`src/rtl/tournament_pkg.sv`:
```
// tournament_pkg: shared counter type, counter constants and sweep FSM states for the tournament chooser
package tournament_pkg;
  localparam int CTR_BITS = 2;
  typedef logic [CTR_BITS-1:0] ctr_t;
  localparam ctr_t CTR_MAX = '1;
  localparam ctr_t CTR_INIT = ctr_t'(1) << (CTR_BITS - 1);
  typedef enum logic {INIT, READY} chooser_state_e;
endpackage

```
`src/rtl/tournament_chooser_if.sv`:
```
// tournament_chooser_if: lookup/choice/update bundle between a fetch client (master) and the chooser (slave)
//   ready_o                 chooser initialised
//   lookup_v_i/lookup_pc_i  lookup request and fetch PC
//   choice_v_o/choice_o     registered choice (1 = global, 0 = local)
//   choice_idx_o            table index used, returned later at update
//   upd_*                   resolution update: index, component correctness, taken
interface tournament_chooser_if #(parameter int IDX_W = 8);
  logic ready_o;
  logic lookup_v_i;
  logic [63:0] lookup_pc_i;
  logic choice_v_o;
  logic choice_o;
  logic [IDX_W-1:0] choice_idx_o;
  logic upd_v_i;
  logic [IDX_W-1:0] upd_idx_i;
  logic upd_global_correct_i;
  logic upd_local_correct_i;
  logic upd_taken_i;
  modport master (
    input ready_o, choice_v_o, choice_o, choice_idx_o,
    output lookup_v_i, lookup_pc_i, upd_v_i, upd_idx_i, upd_global_correct_i, upd_local_correct_i, upd_taken_i
  );
  modport slave (
    output ready_o, choice_v_o, choice_o, choice_idx_o,
    input lookup_v_i, lookup_pc_i, upd_v_i, upd_idx_i, upd_global_correct_i, upd_local_correct_i, upd_taken_i
  );
endinterface

```
`src/rtl/tournament_chooser_sat_ctr.sv`:
```
// tournament_sat_ctr: next value of a chooser counter given which component predictor was correct
//   ctr            current counter
//   global_correct global component was correct
//   local_correct  local component was correct
//   nxt            counter after training (saturating; unchanged when both agree)
module tournament_sat_ctr
  import tournament_pkg::*;
(
  input  ctr_t ctr,
  input  logic global_correct,
  input  logic local_correct,
  output ctr_t nxt
);
  always_comb begin
    nxt = (global_correct && !local_correct && ctr != CTR_MAX) ? ctr + 1'b1 :
          (local_correct && !global_correct && ctr != '0) ? ctr - 1'b1 : ctr;
  end
endmodule

```
`src/rtl/tournament_chooser.sv`:
```
// tournament_chooser: PC^ghist indexed table of saturating counters selecting global vs local prediction
//   clk_i      clock
//   reset_n_i  asynchronous active-low reset; restarts the initialisation sweep
//   bus        tournament_chooser_if slave: ready, lookup/choice, resolution update
// Optional macro TOURNAMENT_CHOOSER_FWD_EN: a lookup hitting the entry updated in the same
// cycle returns the post-update counter MSB; otherwise it returns the pre-update value.
module tournament_chooser
  import tournament_pkg::*;
#(
  parameter int IDX_W   = 8,
  parameter int CTR_W   = 2,
  parameter int GHIST_W = 8
) (
  input logic clk_i,
  input logic reset_n_i,
  tournament_chooser_if.slave bus
);
  localparam int DEPTH = 1 << IDX_W;
  if (GHIST_W > IDX_W || GHIST_W < 2) begin : g_ghist_chk
    $error("GHIST_W must be in 2..IDX_W");
  end
  if (CTR_W != CTR_BITS) begin : g_ctr_chk
    $error("CTR_W must match tournament_pkg::CTR_BITS");
  end
  chooser_state_e state, state_nxt;
  logic [IDX_W-1:0] ptr, ptr_nxt, lk_idx, choice_idx;
  logic [GHIST_W-1:0] ghist;
  ctr_t tbl [DEPTH];
  ctr_t upd_old, upd_new, lk_ctr;
  logic ready, lk_acc, upd_acc, choice_v, choice;
  logic unused_pc;
  assign unused_pc = ^{bus.lookup_pc_i[63:IDX_W+2], bus.lookup_pc_i[1:0]};
  always_ff @(posedge clk_i or negedge reset_n_i) begin
    if (!reset_n_i) begin
      state <= INIT;
      ptr <= '0;
    end else begin
      state <= state_nxt;
      ptr <= ptr_nxt;
    end
  end
  // sweep ends after the last entry is written
  always_comb begin
    state_nxt = (state == INIT && &ptr) ? READY : state;
    ptr_nxt = (state == INIT) ? ptr + 1'b1 : ptr;
  end
  assign ready = (state == READY);
  assign lk_acc = ready && bus.lookup_v_i;
  assign upd_acc = ready && bus.upd_v_i;
  assign lk_idx = bus.lookup_pc_i[IDX_W+1:2] ^ IDX_W'(ghist);
  assign upd_old = tbl[bus.upd_idx_i];
  tournament_sat_ctr u_sat (
    .ctr            (upd_old),
    .global_correct (bus.upd_global_correct_i),
    .local_correct  (bus.upd_local_correct_i),
    .nxt            (upd_new)
  );
`ifdef TOURNAMENT_CHOOSER_FWD_EN
  assign lk_ctr = (upd_acc && bus.upd_idx_i == lk_idx) ? upd_new : tbl[lk_idx];
`else
  assign lk_ctr = tbl[lk_idx];
`endif
  // table contents need no reset: the sweep rewrites every entry before use
  always_ff @(posedge clk_i) begin
    if (state == INIT) tbl[ptr] <= CTR_INIT;
    else if (upd_acc) tbl[bus.upd_idx_i] <= upd_new;
  end
  always_ff @(posedge clk_i or negedge reset_n_i) begin
    if (!reset_n_i) begin
      ghist <= '0;
      choice_v <= 1'b0;
      choice <= 1'b0;
      choice_idx <= '0;
    end else begin
      choice_v <= lk_acc;
      if (upd_acc) ghist <= {ghist[GHIST_W-2:0], bus.upd_taken_i};
      if (lk_acc) begin
        choice <= lk_ctr[CTR_BITS-1];
        choice_idx <= lk_idx;
      end
    end
  end
  assign bus.ready_o = ready;
  assign bus.choice_v_o = choice_v;
  assign bus.choice_o = choice;
  assign bus.choice_idx_o = choice_idx;
endmodule

```
`src/flat_wrapper.sv`:
```
// flat-port wrapper written by rule: the top's interface ports become plain ports
module tournament_chooser_flat import tournament_pkg::*;
#(
  parameter int IDX_W   = 8,
  parameter int CTR_W   = 2,
  parameter int GHIST_W = 8
)
  (clk_i, reset_n_i, bus_ready_o, bus_choice_v_o, bus_choice_o, bus_choice_idx_o, bus_lookup_v_i, bus_lookup_pc_i, bus_upd_v_i, bus_upd_idx_i, bus_upd_global_correct_i, bus_upd_local_correct_i, bus_upd_taken_i);
  tournament_chooser_if #(.IDX_W(IDX_W)) bus_i ();
  input logic clk_i;
  input logic reset_n_i;
  output wire logic [$bits(bus_i.ready_o)-1:0] bus_ready_o;
  output wire logic [$bits(bus_i.choice_v_o)-1:0] bus_choice_v_o;
  output wire logic [$bits(bus_i.choice_o)-1:0] bus_choice_o;
  output wire logic [$bits(bus_i.choice_idx_o)-1:0] bus_choice_idx_o;
  input wire logic [$bits(bus_i.lookup_v_i)-1:0] bus_lookup_v_i;
  input wire logic [$bits(bus_i.lookup_pc_i)-1:0] bus_lookup_pc_i;
  input wire logic [$bits(bus_i.upd_v_i)-1:0] bus_upd_v_i;
  input wire logic [$bits(bus_i.upd_idx_i)-1:0] bus_upd_idx_i;
  input wire logic [$bits(bus_i.upd_global_correct_i)-1:0] bus_upd_global_correct_i;
  input wire logic [$bits(bus_i.upd_local_correct_i)-1:0] bus_upd_local_correct_i;
  input wire logic [$bits(bus_i.upd_taken_i)-1:0] bus_upd_taken_i;
  assign bus_ready_o = bus_i.ready_o;
  assign bus_choice_v_o = bus_i.choice_v_o;
  assign bus_choice_o = bus_i.choice_o;
  assign bus_choice_idx_o = bus_i.choice_idx_o;
  assign bus_i.lookup_v_i = bus_lookup_v_i;
  assign bus_i.lookup_pc_i = bus_lookup_pc_i;
  assign bus_i.upd_v_i = bus_upd_v_i;
  assign bus_i.upd_idx_i = bus_upd_idx_i;
  assign bus_i.upd_global_correct_i = bus_upd_global_correct_i;
  assign bus_i.upd_local_correct_i = bus_upd_local_correct_i;
  assign bus_i.upd_taken_i = bus_upd_taken_i;
  tournament_chooser #(.IDX_W(IDX_W), .CTR_W(CTR_W), .GHIST_W(GHIST_W)) u_core (.clk_i(clk_i), .reset_n_i(reset_n_i), .bus(bus_i));
endmodule
```
`config.mk`:
```
export PLATFORM = sky130hd
export DESIGN_NAME = tournament_chooser_flat
export DESIGN_NICKNAME = d
export VERILOG_FILES = /design/src/rtl/tournament_pkg.sv /design/src/rtl/tournament_chooser_if.sv /design/src/rtl/tournament_chooser_sat_ctr.sv /design/src/rtl/tournament_chooser.sv /design/src/flat_wrapper.sv
export SDC_FILE = /design/constraint.sdc
export NUM_CORES = 1
export LEC_CHECK = 0
export CAP_MARGIN = 15
export CORE_MARGIN = 4
export CORE_UTILIZATION = 45
export CTS_CLUSTER_DIAMETER = 120
export CTS_CLUSTER_SIZE = 16
export DETAILED_ROUTE_END_ITERATION = 8
export GPL_TIMING_DRIVEN = 1
export PLACE_DENSITY = 0.65
export SLEW_MARGIN = 30
export SYNTH_ARGS = -nofsm -noshare
export SYNTH_HDL_FRONTEND = slang
export SYNTH_SLANG_ARGS = --single-unit
```
`constraint.sdc`:
```
create_clock -name clk_i -period 13.1 [get_ports clk_i]
set_input_delay 1.965 -clock clk_i [delete_from_list [all_inputs] [get_ports clk_i]]
set_output_delay 1.965 -clock clk_i [all_outputs]
set_load 0.03 [all_outputs]
```
==> reports/qor.csv <==
metric,value,unit
end_kind,flop,
drt-total-wl,61.4,mm
min_period,7570,ps
synthFlopType,edfxtp_1,
seqPwrFrac,59.6,%
path_cells,buf_4 > buf_4 > buf_4 > mux4_2 > a22oi_1 > a21oi_1 > nor4_1 > o32ai_1 > or2_1 > ha_1 > nand2b_1 > o21ai_0 > xnor2_1 > nor2_4 > buf_4 > buf_4,
setup_viol,0,
ir_drop,0.0000838,V
slew_violations,0,
routabilityCongestion,0.834,
cp-start-kind,primary input,
ctsResizeCount,0,
synth_xor_area_share,0.615,%
relSlewSlack,35.9,%
avgSynthCellArea,17.1,sq um
ys_seq_area_share,66.3,%
synth_area,24200,sq um
arrival,7820,ps
intPower,2.47,mW
rows,84,
path_class,in2reg,
rsz0062_at_grt,no,
cts_setup_buffers,0,
clkPwrFrac,36.6,%
cp.required,13350,ps
grt_first_pass_wirelength,90.8,mm
cts_hold_buffers,0,
mostFrequentLayoutCell,edfxtp_1,
max_clock_freq,132,MHz
drt_iter0_drc,1663,
wl_met3,5.13,mm
postRouteAntennaNets,0,
grt_antenna_before_repair,0,
cap_violations,0,
grt_pass1_vias,13757,
wl_per_cell,28.7,um
root_buffer,clkbuf_16,
critPathSlowestCell,buf_4,
routed.top_layer,met4,
synth_mux_area_share,21.5,%
yosysUniqueCellTypes,49,
outcome,finished clean,
synth-edff-count,512,
path_buf_inv,5,
worst_pin_slew,951,ps
synthArstFlopShare,5.01,%
dr.pass1.iters,5,
skew,24.2,ps
syn-num-nets,1500,
setup_ws,5530,ps
dpl.hpwl,36.6,mm
place_ws,4960,ps
setup_tns,0,ps
clk-insertion-delay-late,570,ps
routed-via-count,13539,
wl_met1,25.4,mm
hold_viol,0,
grt_max_degree,107,
cts_buffers,39,
min_path_type,reg2reg,
ys_warn_count,0,
clkSinkCount,539,
p_comb_share,3.8,%
synth_top_family_by_area,multiplexers,
crit_top_cell,buf_4,
p_sw_share,20.6,%
core,52900,sq um
ys_ff_latch,539,
tritoncts,done,
drc_errors,0,
fp.dieW,240,um
path_clk_slew,80,ps
initial_core_util,45.8,%
synth-simple-area-share,7.37,%
grt_usage,21.5,%
p_leak,7.80,nW
layout_common_cells,"edfxtp_1, nor2_1, mux4_2",
min_period_over_period,57.8,%
cp_top_family,buffers and inverters,
synthCells,1418,
powerDensity,118,nW/um^2
synth_compound_area_share,2.15,%
die_area,57600,sq um
viasPerCell,6.34,
cts_max_level,2,
p_switching,0.641,mW
ios,90,
critPathMaxStageDelay,800,ps
drive_gt1_share,22.2,%
die_y,240,um
overflow,0,
clockBufferDepth,3,
num-nets-final,1512,
met2_length,29.4,mm
area_growth,9.24,%
synthAdderAreaFrac,0.155,%
portBuffers,33,
path_max_fanout,88,
==> cell usage after synthesis (3+ instances only) <==
| library cell | n | share of area [%] |
|---|---|---|
| a211oi_1 | 3 | 0.093 |
| a21oi_1 | 4 | 0.083 |
| a22oi_1 | 22 | 0.68 |
| a31oi_1 | 4 | 0.10 |
| and2_1 | 4 | 0.10 |
| and3_1 | 3 | 0.078 |
| buf_1 | 5 | 0.078 |
| buf_2 | 25 | 0.52 |
| buf_4 | 7 | 0.22 |
| clkbuf_1 | 64 | 0.99 |
| dfrtp_1 | 27 | 2.8 |
| edfxtp_1 | 512 | 64 |
| ha_1 | 3 | 0.16 |
| inv_1 | 4 | 0.062 |
| mux2i_1 | 19 | 0.79 |
| mux4_2 | 222 | 21 |
| nand2_1 | 104 | 1.6 |
| nand2b_1 | 8 | 0.21 |
| nand3_1 | 20 | 0.41 |
| nand3b_1 | 9 | 0.28 |
| nor2_1 | 271 | 4.2 |
| nor2b_1 | 6 | 0.16 |
| o21ai_0 | 11 | 0.23 |
| o21ai_1 | 5 | 0.10 |
| o221ai_1 | 4 | 0.14 |
| o22ai_1 | 3 | 0.078 |
| o31ai_1 | 3 | 0.093 |
| o32ai_1 | 4 | 0.14 |
| xnor2_1 | 8 | 0.29 |
| xor2_1 | 9 | 0.33 |
==> cell families (layout without fill, tap and decap cells) <==
logic type | after synthesis | in the layout
AND/OR/NAND/NOR | 436 | 436
flip-flops | 539 | 539
buffers and inverters | 106 | 134
multiplexers | 243 | 243
XOR/XNOR | 17 | 17
adder cells (fa/ha/maj) | 3 | 3
other | 0 | 2
AO/OA/AOI/OAI | 74 | 74
==> path summary, 6_finish.rpt <==
check                                           start                         end  slack, ps  depth (start not counted)
max                                  bus_upd_idx_i[1]          u_core.tbl[203][0]       5530                         16
min                        u_core.bus.choice_idx_o[5]  u_core.bus.choice_idx_o[5]        480                          2
max reg2reg                        u_core.tbl[223][0]          u_core.tbl[203][0]       8020                         12
min reg2reg                u_core.bus.choice_idx_o[5]  u_core.bus.choice_idx_o[5]        480                          2
max in group asynchronous                   reset_n_i               u_core.ptr[4]      11060                          2
min in group asynchronous                   reset_n_i             u_core.ghist[5]       1770                          2
==> through the flow <==
step	total power, mW	instances	area [sq um]	hold WS [ps]	util [%]
after detailed placement	2.01	2077	25400	461	48.0
final	3.11	2136	26400	482	50.0
after CTS	3.14	2134	26400	480	50.0
after global routing	3.21	2134	26400	499	50.0
after floorplan	1.97	1418	24200	466	-
after global placement	2.01	2077	25300	465	47.9
==> cell type report <==
| type | instances | area [sq um] |
|---|---|---|
| clock buffer | 56 | 1080 |
| antenna | 2 | 5.00 |
| tap | 688 | 861 |
| sequential | 539 | 16100 |
| clock inverter | 1 | 7.51 |
| timing repair buffer | 72 | 628 |
| multi-input combinational | 773 | 7790 |
| fill | 4365 | 26400 |
| inverter | 5 | 18.8 |
==> flip-flops by register name, summed over array words and instances (netlist names) <==
signal,count
u_core.bus.choice_idx_o,8
u_core.ghist,8
u_core.tbl,512
u_core.ptr,8
u_core.bus.ready_o,1
u_core.bus.choice_o,1
u_core.bus.choice_v_o,1
==> worst min-delay path: stages, from the launching register on <==
cell and delay (ps):
dfrtp_1 340, nand2_1 50, nand2_1 60
==> power by group through the flow <==
| stage | Clock [mW] | Combinational (mW) | Sequential, mW |
|---|---|---|---|
| after global routing | 1.23 | 0.126 | 1.85 |
| after floorplan | 0 | 0.0787 | 1.89 |
| final | 1.14 | 0.119 | 1.85 |
| after detailed placement | 0 | 0.120 | 1.89 |
| after global placement | 0 | 0.119 | 1.89 |
| after CTS | 1.16 | 0.121 | 1.85 |
==> metal layers <==
layer / global-route usage, % / vias to the layer above
li1: - / 5632
met1: 31.6 / 7174
met2: 34.0 / 641
met3: 3.25 / 92
met4: 6.17 / 0
met5: 0 / -
Note: power is estimated with default switching activity, not from simulation.
